$ cat config.mk
export PLATFORM = sky130hd
export DESIGN_NAME = cordic_rotation_controller
export DESIGN_NICKNAME = d
export VERILOG_FILES = /design/src/rtl/cordic_pkg.sv /design/src/rtl/cordic_atan_rom.sv /design/src/rtl/cordic_rotation_controller.sv
export SDC_FILE = /design/constraint.sdc
export NUM_CORES = 1
export LEC_CHECK = 0
export CORE_ASPECT_RATIO = 0.5
export CORE_MARGIN = 4
export CORE_UTILIZATION = 55
export CTS_CLUSTER_DIAMETER = 150
export CTS_CLUSTER_SIZE = 20
export DETAILED_ROUTE_END_ITERATION = 10
export PLACE_DENSITY_LB_ADDON = 0.3
export SETUP_SLACK_MARGIN = 0.3
export SLEW_MARGIN = 0
export SYNTH_ARGS = -nofsm -noshare
export SYNTH_HDL_FRONTEND = slang
export SYNTH_SLANG_ARGS = --single-unit
$ cat constraint.sdc
create_clock -name iClk -period 4 [get_ports iClk]
set_input_delay 1.2 -clock iClk [delete_from_list [all_inputs] [get_ports iClk]]
set_output_delay 1.2 -clock iClk [all_outputs]
set_load 0.02 [all_outputs]
$ cat src/rtl/cordic_pkg.sv
// cordic_pkg
//   Shared definitions for the CORDIC controllers: angle format, the pi/2
//   clamp limits, the arctangent table and the controller state encoding.
//   Angles are signed two's complement Q1.22 radians in 24 bits.
package cordic_pkg;

  localparam int ANGLE_W    = 24;
  localparam int ANGLE_FRAC = 22;

  // +pi/2 and -pi/2 in Q1.22; inputs beyond these are clamped.
  localparam logic [ANGLE_W-1:0] HALF_PI     = 24'h6487ED;
  localparam logic [ANGLE_W-1:0] NEG_HALF_PI = 24'h9B7813;

  // atan[i] = round(atan(2^-i) * 2^ANGLE_FRAC)
  localparam logic [ANGLE_W-1:0] ATAN_TABLE [0:15] = '{
    24'h3243F7, 24'h1DAC67, 24'h0FADBB, 24'h07F56F,
    24'h03FEAB, 24'h01FFD5, 24'h00FFFB, 24'h007FFF,
    24'h004000, 24'h002000, 24'h001000, 24'h000800,
    24'h000400, 24'h000200, 24'h000100, 24'h000080
  };

  typedef enum logic [1:0] {
    ST_IDLE = 2'd0,
    ST_RUN  = 2'd1,
    ST_DONE = 2'd2
  } cordic_state_t;

endpackage

$ cat src/rtl/cordic_atan_rom.sv
// cordic_atan_rom
//   Combinational arctangent lookup, shared by rotation and vectoring
//   controllers.
//   Ports:
//     idx   in   4   iteration index
//     atan  out  24  round(atan(2^-idx) * 2^22), Q1.22
module cordic_atan_rom
  import cordic_pkg::*;
(
  input  logic [3:0]         idx,
  output logic [ANGLE_W-1:0] atan
);

  assign atan = ATAN_TABLE[idx];

endmodule

$ cat src/rtl/cordic_rotation_controller.sv
// cordic_rotation_controller
//   Rotation-mode sequencer for the CORDIC add/sub datapath. Accepts a target
//   angle, clamps it to +/-pi/2, then runs N_ITER micro-rotations of two
//   datapath cycles each (X-phase, Y-phase) while accumulating the residual
//   angle Z. Reports the residual with a one-cycle done pulse.
//   Ports:
//     iClk     in   1   clock
//     iRst_n   in   1   synchronous active-low reset
//     iStart   in   1   operation request, sampled only while oReady=1
//     iAngle   in   24  target angle, Q1.22
//     oReady   out  1   idle, can accept a request
//     oBusy    out  1   running micro-rotations
//     oStart   out  1   datapath step strobe
//     oShift   out  4   current iteration index
//     oSignZ   out  1   rotation direction (Z sign)
//     oDone    out  1   completion pulse
//     oZ       out  24  residual angle, held until next completion
//     oSat     out  1   input angle was clamped, held until next accept
module cordic_rotation_controller
  import cordic_pkg::*;
#(
  parameter int unsigned N_ITER = 16
) (
  input  logic                iClk,
  input  logic                iRst_n,
  input  logic                iStart,
  input  logic [ANGLE_W-1:0]  iAngle,
  output logic                oReady,
  output logic                oBusy,
  output logic                oStart,
  output logic [3:0]          oShift,
  output logic                oSignZ,
  output logic                oDone,
  output logic [ANGLE_W-1:0]  oZ,
  output logic                oSat
);

  cordic_state_t       state;
  logic [ANGLE_W-1:0]  z;
  logic [ANGLE_W-1:0]  z_res;
  logic [3:0]          iter;
  logic                ph;
  logic                sat;

  logic [ANGLE_W-1:0]  atan;
  logic [ANGLE_W-1:0]  z_step;
  logic [ANGLE_W-1:0]  z_init;
  logic                over;
  logic                under;
  logic                last_iter;

  cordic_atan_rom u_atan_rom (
    .idx  (iter),
    .atan (atan)
  );

  // Input clamp to +/-pi/2.
  always_comb begin
    over   = $signed(iAngle) > $signed(HALF_PI);
    under  = $signed(iAngle) < $signed(NEG_HALF_PI);
    z_init = iAngle;
    if (over) begin
      z_init = HALF_PI;
    end else if (under) begin
      z_init = NEG_HALF_PI;
    end
  end

  // Drive Z toward zero: subtract when non-negative, add when negative.
  always_comb begin
    z_step    = z[ANGLE_W-1] ? (z + atan) : (z - atan);
    last_iter = (iter == 4'(N_ITER - 1));
  end

  always_ff @(posedge iClk) begin
    if (!iRst_n) begin
      state <= ST_IDLE;
      z     <= '0;
      z_res <= '0;
      iter  <= '0;
      ph    <= 1'b0;
      sat   <= 1'b0;
    end else begin
      case (state)
        ST_IDLE: begin
          if (iStart) begin
            state <= ST_RUN;
            z     <= z_init;
            iter  <= '0;
            ph    <= 1'b0;
            sat   <= over | under;
          end
        end
        ST_RUN: begin
          ph <= ~ph;
          // Z changes only at the end of the Y-phase so the sign seen by the
          // datapath is stable across both phases of an iteration.
          if (ph) begin
            z    <= z_step;
            iter <= iter + 4'd1;
            if (last_iter) begin
              state <= ST_DONE;
              z_res <= z_step;
            end
          end
        end
        ST_DONE: begin
          state <= ST_IDLE;
        end
        default: begin
          state <= ST_IDLE;
        end
      endcase
    end
  end

  // Moore outputs decoded from registered state only.
  always_comb begin
    oReady = (state == ST_IDLE);
    oBusy  = (state == ST_RUN);
    oStart = (state == ST_RUN);
    oShift = (state == ST_RUN) ? iter : '0;
    oSignZ = (state == ST_RUN) & z[ANGLE_W-1];
    oDone  = (state == ST_DONE);
    oZ     = z_res;
    oSat   = sat;
  end

endmodule

==> metrics <==
Final setup viols=0; gr ovfl total=0; syn_nets=630; initial drt markers=640; clk_lat worst skew=310 ps; startpoint types=input pin; unrepaired setup endpoints after global routing=yes; r2r endpoint=oZ[19]$_SDFFE_PN0P_; CP max stage delay=550 ps; maximum buffer depth of the clock tree=2; most frequent cells in the layout=nand2_1, a21oi_1, dfxtp_1; Fillers=549; CP Buf/Inv Count=4; Die Span Y=70.60 µm; outcome=completed; Root Driver=clkbuf_16; Final period util=0.8850; Post-Syn Area=4310 µm²; reg-to-reg slack, setup=490 ps; PnR worst setup slack=459.9 ps; Leak=2.170 nW; r2r startpoint=iter[0]$_SDFFE_PN0P_; Final min period=3540 ps; Layout Cells excl Fill=751; CP top delay family=compound AO/OA/AOI/OAI gates; crit path cell chain=dlymetal6s2s_1 > or4_4 > a2111oi_4 > buf_4 > o21bai_1 > a31oi_1 > nor2_1 > o31ai_1 > ha_2 > buf_6 > o21ai_2 > buf_4 > a221oi_2; area delta synth->final=28.85%; synthesis-stage register bit count=56; ys flop type=dfxtp_1; Ports=61; Final nets=705; vias in the first global route=4267; Final Core Density=0.7445; Slew @ Worst Pin=973.8 ps; vias=4695; WP data required=4170 ps; DR DRC count=0; Final Hold Viols=0; final setup skew=7.701 ps; final WL=14030 µm; clock tree sinks=56; kind of critical path=in2reg; Die Area=9404 µm²; worst hold path cell count=2; pin count of the biggest net entering global routing=26; final max-slew violation count=0; post-DR wirelength/cell=18.68 µm; slowest stage cell, crit path=or4_4; htree depth=2; post-DP HPWL=10390 µm; Relative slew margins=0.3484; First-pass DRT Iterations=6; Reg2Reg Depth=14; CTS hold repair buffers=0; Starting Density=0.5778; Placer Congestion=0.9110; Most common cell on crit path=buf_4; Ys Warns=0; Core Region=7460 µm²; Via density=6.252; crit-path max FO=4; syn_area_per_cell=7.602 µm²; synth unique cells=66; setup TNS=0 ps; ys async rst share=0; first-pass GRT wire length=22090 µm; port bufs=60; PwrDens=331.2 nW/µm²; CTS buffer count=5; CTS tree=yes; All-Layer GR Usage=0.2877; fmax=0.2825 GHz; EDFF count, synth=0; Final Cell Area=5554 µm²; CP Capture Type=flop; Design Power=1.839 mW; Synth Instances=567; Critical Path AT=3710 ps; Max Cap Viol=0; antenna violations before repair=0; post-route antenna net violation count=0; dpl ws=-303.7 ps; std cell rows=22; HP Class=reg2reg; ant diodes=0; maximum vdd drop=210.5 µV; post-synthesis sequential area ratio=0.2601; Area after DPL=5179 µm²; Clock transition at path regs=70 ps; Hold Path Origin=oZ[4]$_SDFFE_PN0P_; final hold slack=457.4 ps; worst hold endpoint=oZ[4]$_SDFFE_PN0P_; most common cell after layout, fill and taps aside=nand2_1; layout cells sized above 1=0.1540; Die Span X=133.2 µm; placed insts=738
-- synthesized netlist by cell type, types with 3 or more instances --
cell,instances,share of area
inv_1,12,0.010
a22oi_1,3,0.0052
a221oi_1,4,0.0081
nor3_1,14,0.016
nand2_1,75,0.065
clkinv_1,3,0.0026
a31oi_1,5,0.0073
nand4_1,7,0.010
nand3_1,10,0.012
ha_1,35,0.10
nand2b_1,4,0.0058
dfxtp_1,56,0.26
o21ai_0,57,0.066
a211oi_1,6,0.010
and2_1,5,0.0073
o211ai_1,8,0.014
o22ai_1,6,0.0087
mux2i_1,3,0.0070
xor2_1,21,0.043
o211ai_2,4,0.012
clkbuf_1,27,0.024
a21oi_1,66,0.077
a21o_1,5,0.0087
xnor2_1,14,0.028
o31ai_1,5,0.0087
nor2b_1,6,0.0087
nor2_1,48,0.042
or3_1,4,0.0058
-- tightest hold or removal path, delay by kind of cell (launching register included) --
kind            cells  cell delay, ps
flops               1             310
simple gates        1              50
compound gates      1              50
-- kinds of logic after synthesis --
logic type	after synthesis	synth area share
AOI/OAI and AO/OA	202	0.3109
and+or+nand+nor	186	0.1962
DFF	56	0.2601
buffers and inverters	47	0.04325
adders and majority gates	36	0.1062
xor gates and xnor gates	35	0.07112
muxes	5	0.01219
-- report_power, final --
group / internal [mW] / leakage [nW] / switching, mW
logic: 0.309 / 1.64 / 0.456
registers: 0.587 / 0.458 / 0.0329
clock network: 0.234 / 0.0671 / 0.220
-- worst max path at each step --
| stage | start | to | slack, ps | cells past startpoint |
|---|---|---|---|---|
| 6_report | iAngle[10] | z[17]$_SDFFE_PN0P_ | 460 | 13 |
| 5_1_grt | iter[0]$_SDFFE_PN0P_ | z[23]$_SDFFE_PN0P_ | 260 | 15 |
| 4_1_cts | iter[0]$_SDFFE_PN0P_ | z[17]$_SDFFE_PN0P_ | 310 | 16 |
| 3_5_place_dp | iAngle[8] | z[5]$_SDFFE_PN0P_ | -300 | 13 |
| 3_3_place_gp | iAngle[10] | z[2]$_SDFFE_PN0P_ | -30 | 13 |
| 2_1_floorplan | iter[1]$_SDFFE_PN0P_ | oZ[21]$_SDFFE_PN0P_ | 570 | 14 |
-- timing repair --
action                                  in CTS  in global routing
resized for setup                           10                 46
pin swaps                                    2                 15
endpoints found under the setup margin      31                 31
setup buffers                                3                  2
-- per-layer routing --
layer  wire, µm  vias up  global-route usage
met4        365        0             0.08210
met3       1345       42             0.04688
met5          0        -                   0
li1           -     2201                   -
met1       6103     2184              0.4110
met2       6217      268              0.4528
-- flip-flops by register name, indices dropped and copies added, names as in the netlist --
name	cells
oZ	24
iter	4
ph	1
state	2
z	24
oSat	1
-- area by class of cell --
type,count,area (µm²),share of cell area
clock inverter,2,16.27,0.002929
clock buffer,6,128.9,0.02320
inverter,15,62.56,0.01126
multi-input combinational,464,3153,0.5677
tap,108,135.1,0.02433
sequential,56,1126,0.2027
timing repair buffer,100,932.1,0.1678
No activity file was read; power rests on OpenSTA's default activity.
